### config.mk
export PLATFORM = sky130hd
export DESIGN_NAME = sprdma_ctrl
export DESIGN_NICKNAME = d
export VERILOG_FILES = /design/src/rtl/sprdma_ctrl.sv
export SDC_FILE = /design/constraint.sdc
export NUM_CORES = 1
export LEC_CHECK = 0
export BUFFER_PORTS_ARGS = -buffer_cell sky130_fd_sc_hd__buf_2
export CAP_MARGIN = 20
export CORE_MARGIN = 3
export CORE_UTILIZATION = 50
export DETAILED_ROUTE_END_ITERATION = 6
export PLACE_DENSITY = 0.88
export SLEW_MARGIN = 15
export SYNTH_ARGS = -nofsm -noshare
export SYNTH_HDL_FRONTEND = slang
export SYNTH_SLANG_ARGS = --single-unit
### constraint.sdc
create_clock -name clk -period 3.6 [get_ports clk]
set_clock_uncertainty 0.2 [all_clocks]
set_input_delay 0.18 -clock clk [delete_from_list [all_inputs] [get_ports clk]]
set_output_delay 0.18 -clock clk [all_outputs]
set_load 0.01 [all_outputs]
### src/rtl/sprdma_ctrl.sv
// rtl/sprdma_ctrl.sv - sprite DMA: copies one RAM page to the OAM data port, one byte per three cycles
module sprdma_ctrl #(
   parameter logic [15:0] OAM_DATA_ADDR = 16'h2004,
   parameter int          BYTE_COUNT    = 256
) (
   input  logic        clk,
   input  logic        rst,
   input  logic        start,
   input  logic [7:0]  page,
   output logic [15:0] mem_addr,
   output logic        mem_wr,
   output logic [7:0]  mem_dout,
   input  logic [7:0]  mem_din,
   input  logic        mem_invalid,
   output logic        busy,
   output logic        done,
   output logic        err
);

   typedef enum logic [2:0] {IDLE, RD_ADDR, RD_DATA, WR, DONE} state_t;

   localparam logic [7:0] LAST_IDX = 8'(BYTE_COUNT - 1);

   state_t      state_q, state_d;
   logic [7:0]  page_q;
   logic [7:0]  idx_q;
   logic [7:0]  data_q;
   logic        err_q;

   always_ff @(posedge clk or posedge rst) begin
      if (rst) begin
         state_q <= IDLE;
         page_q  <= 8'h00;
         idx_q   <= 8'h00;
         data_q  <= 8'h00;
         err_q   <= 1'b0;
      end else begin
         state_q <= state_d;
         case (state_q)
            IDLE: begin
               if (start) begin
                  page_q <= page;
                  idx_q  <= 8'h00;
                  err_q  <= 1'b0;
               end
            end
            RD_DATA: begin
               data_q <= mem_din;
               if (mem_invalid) err_q <= 1'b1;
            end
            WR: begin
               if (mem_invalid) err_q <= 1'b1;
               // idx stops at the last byte so a full page never touches page+1
               if (idx_q != LAST_IDX) idx_q <= idx_q + 8'h01;
            end
            default: ;
         endcase
      end
   end

   always_comb begin
      state_d = state_q;
      case (state_q)
         IDLE:    if (start) state_d = RD_ADDR;
         RD_ADDR: state_d = RD_DATA;
         RD_DATA: state_d = WR;
         WR:      state_d = (idx_q == LAST_IDX) ? DONE : RD_ADDR;
         DONE:    state_d = IDLE;
         default: state_d = IDLE;
      endcase
   end

   // Outputs decode only registered state, so bus inputs never reach them combinationally
   always_comb begin
      mem_addr = 16'h0000;
      mem_wr   = 1'b0;
      mem_dout = 8'h00;
      busy     = 1'b0;
      done     = 1'b0;
      case (state_q)
         RD_ADDR, RD_DATA: begin
            mem_addr = {page_q, idx_q};
            busy     = 1'b1;
         end
         WR: begin
            mem_addr = OAM_DATA_ADDR;
            mem_wr   = 1'b1;
            mem_dout = data_q;
            busy     = 1'b1;
         end
         DONE: done = 1'b1;
         default: ;
      endcase
   end

   assign err = err_q;

endmodule
==> impl_metrics.sql, run 1 <==
INSERT INTO impl_metrics (metric_group, metric, value, unit) VALUES
('global_route', 'grt_start_max_net_pins', '29', ''),
('power_and_ir_drop', 'finalPower', '1.43', 'mW'),
('setup_path', 'critical_path_depth', '4', ''),
('clock_network', 'cts_num_sinks', '28', ''),
('die', 'floorplan.die.height', '59.5', 'um'),
('placed_design', 'preCtsSetupSlack', '1.64', 'ns'),
('clock_network', 'clk-insertion-delay-late', '0.32', 'ns'),
('sta', 'final_report_setup_violation_count', '0', ''),
('setup_path', 'critPathBufInv', '1', ''),
('global_route', 'grt_pass1_vias', '1212', ''),
('clock_network', 'cts-buffers-inserted', '3', ''),
('route', 'routed_wl', '3.14', 'mm'),
('yosys', 'avg_inst_size_synth', '9.87', 'um2'),
('die', 'core-area', '2590', 'um2'),
('sta', 'grt_setup_unrepaired', 'false', ''),
('sta', 'hold_viol', '0', ''),
('power_and_ir_drop', 'clock_power_share', '10.3', '%'),
('setup_path', 'rrSetupSlack', '1.91', 'ns'),
('yosys', 'net_count_after_synthesis', '166', ''),
('sta', 'min_period_over_period', '64.9', '%'),
('sta', 'worst-slew-pin-transition', '0.726', 'ns'),
('route', 'drc', '0', ''),
('power_and_ir_drop', 'power.density_cell_area', '753', 'nW/um2'),
('placed_design', 'dpl_cell_area', '1660', 'um2'),
('global_route', 'wire_length_of_the_first_global_routing_pass', '5.18', 'mm'),
('route', 'drt_iter0_drc', '26', ''),
('global_route', 'grtUsageTotal', '18.9', '%'),
('yosys', 'synth_top_cells_by_area', 'dfrtp_1 (49%), and2_1 (9.2%), nand2_1 (8.9%)', ''),
('power_and_ir_drop', 'share_comb_of_total_power', '50.3', '%'),
('clock_network', 'register_clock_pin_slew_on_the_reported_worst_setup_and_hold_paths', '0.14', 'ns'),
('route', 'wl_cell', '13.2', 'um'),
('clock_network', 'clockRootBuffer', 'clkbuf_4', ''),
('global_route', 'antenna_found_initial', '0', ''),
('setup_path', 'path_class', 'reg -> out', ''),
('die', 'initial_core_util', '55.3', '%'),
('cells_and_area', 'fillCellCount', '189', ''),
('run_status', 'outcome', 'complete, no violations', ''),
('sta', 'final-max-slew-violation-count', '0', ''),
('sta', 'final_hold_slack', '0.0760', 'ns'),
('yosys', 'post-synth-top-area-cell', 'dfrtp_1', ''),
('setup_path', 'reg2reg_from', 'state_q[2]$_DFFE_PP0P_', ''),
('sta', 'final.min_clock_period', '2.34', 'ns'),
('power_and_ir_drop', 'switching_share', '40.9', '%'),
('yosys', 'synth.distinct_cells', '32', ''),
('yosys', 'yosysWarnings', '0', ''),
('setup_path', 'path_max_fanout', '14', ''),
('yosys', 'post_synth_inst_count', '145', ''),
('placed_design', 'gpl.final_weighted_congestion', '0.859', ''),
('setup_path', 'worst_setup_path_end_kind', 'output pin', ''),
('cells_and_area', 'area_delta_synth_final', '32.7', '%'),
('setup_path', 'worst_path_max_delay_cell', 'nor2_1', ''),
('die', 'rows', '18', ''),
('setup_path', 'cp.arrival', '1.96', 'ns'),
('setup_path', 'startpoint_type', 'flip-flop', ''),
('power_and_ir_drop', 'leakage', '0.977', 'nW'),
('clock_network', 'htree_levels', '1', ''),
('route', 'detailedRoute.firstPassIterationCount', '4', ''),
('setup_path', 'critPathCapture', 'mem_addr[5]', ''),
('die', 'chipWidth', '59.5', 'um'),
('setup_path', 'timing.critical_path.cells', 'xnor2_1 > nor2_1 > and2_1 > buf_2', ''),
('setup_path', 'r2r.worst_path.cells', '5', ''),
('setup_path', 'cp_slowest_stage_delay', '0.57', 'ns'),
('die', 'dieArea', '3540', 'um2'),
('setup_path', 'cp_top_family', 'simple AND/OR/NAND/NOR gates', ''),
('sta', 'slew-limit-headroom', '51.4', '%'),
('yosys', 'post_synthesis_sequential_area_ratio', '49.0', '%'),
('power_and_ir_drop', 'switchingPower', '585', 'uW'),
('cells_and_area', 'finish.instance_area', '1900', 'um2'),
('cells_and_area', 'num_antenna_cells', '0', ''),
('global_route', 'grt-ovfl-total', '0', ''),
('placed_design', 'place.detailed.instances', '215', '');
metal layers:
metal  vias up  track usage [%]  share of wire [%]
met4         0             5.70               0.80
met5         -                0                  0
met2        41             34.8                 50
met3         4             2.18                6.1
met1       580             22.8                 43
li1        610                -                  -
layout by cell type (no fill, tap or decap), types with 2 or more instances in the layout:
cell / n
a21oi_1: 2
and2_1: 21
and3_1: 2
buf_2: 47
clkbuf_4: 3
dfrtp_1: 28
dlygate4sd3_1: 18
inv_1: 3
mux2_2: 8
mux2i_1: 2
nand2_1: 34
nand3_1: 7
nor2_1: 9
nor3_1: 3
o21ai_0: 2
cell usage after synthesis (all sizes together):
master and n:
dfrtp 28, and3 2, nand4 1, nand3 8, and2 21, buf 7
xnor2 1, nor2 9, a311oi 1, mux2 8, a32o 1, a21oi 2
nor3b 1, o31a 1, nand2 34, nand3b 1, a31oi 1, nor3 4
o31ai 1, a31o 1, o21ai 2, and4 1, ha 1, o311ai 1
mux2i 2, o211ai 1, inv 4
tightest hold or removal path, stage by stage:
cell and delay [ns]:
buf_2 0.11, nor2_1 0.04, nor2_1 0.10, a21oi_1 0.05
nor2_1 0.08
worst min-delay path by stage:
stage	startpoint	endpoint	slack, ns	cells after the start
2_1_floorplan	rst	data_q[0]$_DFFE_PP0P_	0.05	1
3_3_place_gp	page[2]	page_q[2]$_DFFE_PP0P_	0.17	3
3_5_place_dp	page[2]	page_q[2]$_DFFE_PP0P_	0.18	3
4_1_cts	start	state_q[0]$_DFFE_PP0P_	0.06	5
5_1_grt	start	state_q[0]$_DFFE_PP0P_	0.10	5
6_report	start	state_q[0]$_DFFE_PP0P_	0.08	5
cell families after synthesis:
logic type               synth area share [%]
flip-flops                               49.0
buffers and inverters                    4.63
multiplexers                             7.69
XOR/XNOR                                0.612
AND/OR/NAND/NOR                          31.2
adder cells (fa/ha/maj)                 0.874
AO/OA/AOI/OAI                            6.03
flip-flops by register name, indices dropped and copies added, names as in the netlist:
name,flops
idx_q,8
page_q,8
err,1
state_q,3
data_q,8
power by group through the flow:
stage	sequential [mW]	combinational [mW]	clock [mW]
floorplan	0.519	0.539	0
global placement	0.558	0.680	0
detailed placement	0.569	0.707	0
CTS	0.561	0.723	0.156
global route	0.585	0.797	0.168
finish	0.563	0.720	0.147
area by class of cell:
type	count	area, um2	area share [%]
flip-flops and latches	28	701	36.9
multi-input cells	106	664	35.0
repair buffers	66	443	23.3
well taps	30	37.5	1.98
clock buffers	4	36.3	1.91
inverters	4	17.5	0.922
what timing repair did:
| action | in CTS | in global routing |
|---|---|---|
| setup buffers | 0 | 0 |
| resized for setup | 0 | 0 |
| hold buffers | 18 | 0 |
| endpoints found under the setup margin | 0 | 0 |
| endpoints found under the hold margin | 45 | 0 |
(Power assumes the default switching activity.)
==> run 2: changes to the inputs <==
Settings changed: CORE_UTILIZATION 50 to 45, PLACE_DENSITY 0.88 to 0.84.
Clock period 3.6 ns to 2 ns, I/O delays scaled along.
==> impl_metrics.sql, run 2 (synthesized netlist as in run 1, its figures left out) <==
INSERT INTO impl_metrics (metric_group, metric, value, unit) VALUES
('cells_and_area', 'nets', '235', ''),
('setup_path', 'cp_slowest_stage_delay', '0.49', 'ns'),
('run_status', 'outcome', 'complete, no violations', ''),
('cells_and_area', 'post_route_cells_drive_above_1_share', '34.9', '%'),
('cells_and_area', 'regArea', '703', 'um2'),
('placed_design', 'hpwlAfterDp', '2.21', 'mm'),
('cells_and_area', 'area_delta_synth_final', '35.1', '%'),
('global_route', 'antenna_found_initial', '0', ''),
('sta', 'final_hold_slack', '0.159', 'ns'),
('global_route', 'grtUsageTotal', '17.7', '%'),
('clock_network', 'clk-insertion-delay-late', '0.33', 'ns'),
('clock_network', 'htree_levels', '1', ''),
('die', 'floorplan.die.height', '62.4', 'um'),
('clock_network', 'register_clock_pin_slew_on_the_reported_worst_setup_and_hold_paths', '0.14', 'ns'),
('setup_path', 'timing.critical_path.cells', 'xnor2_2 > nor2_2 > buf_4 > and2_1 > buf_2', ''),
('sta', 'final_report_setup_violation_count', '0', ''),
('sta', 'hold_viol', '0', ''),
('route', 'via_count', '1248', ''),
('die', 'core-area', '2900', 'um2'),
('setup_path', 'path_max_fanout', '11', ''),
('sta', 'final-max-slew-violation-count', '0', ''),
('die', 'rows', '19', ''),
('power_and_ir_drop', 'power.density_cell_area', '1370', 'nW/um2'),
('route', 'drt_iter0_drc', '34', ''),
('min_path', 'holdCritPathClass', 'in -> async', ''),
('setup_path', 'worst_setup_path_end_kind', 'output pin', ''),
('setup_path', 'cp.arrival', '1.63', 'ns'),
('die', 'ios', '48', ''),
('cells_and_area', 'fillCellCount', '246', ''),
('sta', 'worst-slew-pin-transition', '0.421', 'ns'),
('cells_and_area', 'mostFrequentLayoutCell', 'buf_2', ''),
('setup_path', 'path_class', 'reg -> out', ''),
('route', 'route.detailed.vias_per_inst', '4.91', ''),
('cells_and_area', 'top_regs', 'data_q x8, idx_q x8, page_q x8', ''),
('power_and_ir_drop', 'leakage', '0.990', 'nW'),
('clock_network', 'cts-buffers-inserted', '3', ''),
('cells_and_area', 'final_cell_mix', 'buf_2 (47), nand2_1 (34), dfrtp_1 (26)', ''),
('cells_and_area', 'multiInputGateArea', '674', 'um2'),
('clock_network', 'tritoncts', 'done', ''),
('setup_path', 'cp_top_family', 'flip-flops', ''),
('sta', 'final.min_clock_period', '1.93', 'ns'),
('global_route', 'wire_length_of_the_first_global_routing_pass', '5.71', 'mm'),
('global_route', 'grt_pass1_vias', '1209', ''),
('route', 'detailedRoute.firstPassIterationCount', '4', ''),
('global_route', 'grt_start_max_net_pins', '29', ''),
('setup_path', 'required_time_of_the_worst_setup_path', '1.70', 'ns'),
('clock_network', 'cts_num_sinks', '28', ''),
('global_route', 'grt-ovfl-total', '0', ''),
('placed_design', 'gpl.final_weighted_congestion', '0.770', ''),
('route', 'antenna_violating_nets_post_route', '0', ''),
('clock_network', 'clock_path_buffers', '2', ''),
('power_and_ir_drop', 'vdd_drop_max', '878', 'uV'),
('cells_and_area', 'num_antenna_cells', '0', ''),
('setup_path', 'critPathBufInv', '2', ''),
('die', 'dieArea', '3890', 'um2'),
('die', 'chipWidth', '62.4', 'um'),
('route', 'routed_wl', '3.29', 'mm'),
('setup_path', 'startpoint_type', 'flip-flop', ''),
('sta', 'slew-limit-headroom', '71.9', '%'),
('sta', 'min_period_over_period', '96.5', '%'),
('power_and_ir_drop', 'finalPower', '2.65', 'mW'),
('job', 'max_cap_viol_count', '0', ''),
('setup_path', 'worst_path_max_delay_cell', 'dfrtp_2', ''),
('route', 'wl_cell', '12.9', 'um'),
('die', 'initial_core_util', '49.4', '%'),
('route', 'drc', '0', ''),
('sta', 'max_freq', '518', 'MHz'),
('placed_design', 'port_buffers', '47', ''),
('clock_network', 'clockRootBuffer', 'clkbuf_4', '');
run 2: cell count changes in the layout (fill, tap and decap cells not counted), sizes merged:
cell,delta
clkbuf,-1
dlygate4sd3,+1
buf,+4
run 2: power by group:
group | switching [mW] | total [mW] | leakage, nW | internal, mW
clock network | 0.157 | 0.228 | 0.0138 | 0.0709
logic | 0.728 | 1.41 | 0.633 | 0.678
registers | 0.205 | 1.02 | 0.343 | 0.811
total | 1.09 | 2.65 | 0.990 | 1.56
run 2: metrics by stage:
stage / setup TNS (ns) / utilization [%] / instances / setup WS (ns) / area (um2)
3_5_place_dp: 0 / 58.1 / 229 / 0.313 / 1690
3_3_place_gp: 0 / 58.1 / 229 / 0.348 / 1690
4_1_cts: 0 / 65.5 / 251 / 0.00702 / 1900
2_1_floorplan: 0 / - / 145 / 0.470 / 1430
6_report: 0 / 66.7 / 254 / 0.0704 / 1930
5_1_grt: -0.210 / 66.7 / 254 / -0.0318 / 1930
run 2: routing by layer:
metal  GRT usage, %  vias up  part of all wire, %  routed length, um
met1           22.5      592                   42               1380
met2           32.0       40                   52               1720
met5              0        -                    0                  0
met4          0.826        0                    0                  0
met3           4.50        0                  5.7                188
li1               -      616                    -                  -
run 2: timing repair:
| item | 4_1_cts | 5_1_grt |
|---|---|---|
| gates resized for setup | 2 | 2 |
| hold buffers | 19 | 0 |
| endpoints found under the hold margin | 46 | 0 |
| buffers inserted | 0 | 3 |
| pin swaps | 0 | 0 |
| setup endpoints to repair | 10 | 10 |
run 2: tightest hold or removal path: cells and delay by family:
kind	cells	cell delay [ns]
buf+inv	4	1.03
run 2: area by class of cell:
cell class                 count  share of cell area (%)
sequential                    28                    36.4
clock buffer                   3                    1.17
timing repair buffer          71                    23.9
inverter                       4                   0.906
multi-input combinational    106                    34.9
tap                           42                    2.72
run 2: final timing paths:
path	startpoint	to	slack (ns)	cells past startpoint
setup reg to reg	state_q[0]$_DFFE_PP0P_	err$_DFFE_PP0P_	0.24	4
hold reg to reg	page_q[7]$_DFFE_PP0P_	page_q[7]$_DFFE_PP0P_	0.28	2
setup / recovery	state_q[1]$_DFFE_PP0P_	mem_addr[8]	0.07	5
min in group clk	page[4]	page_q[4]$_DFFE_PP0P_	0.27	4
max in group asynchronous	rst	state_q[0]$_DFFE_PP0P_	1.14	4
hold / removal	rst	state_q[1]$_DFFE_PP0P_	0.16	4
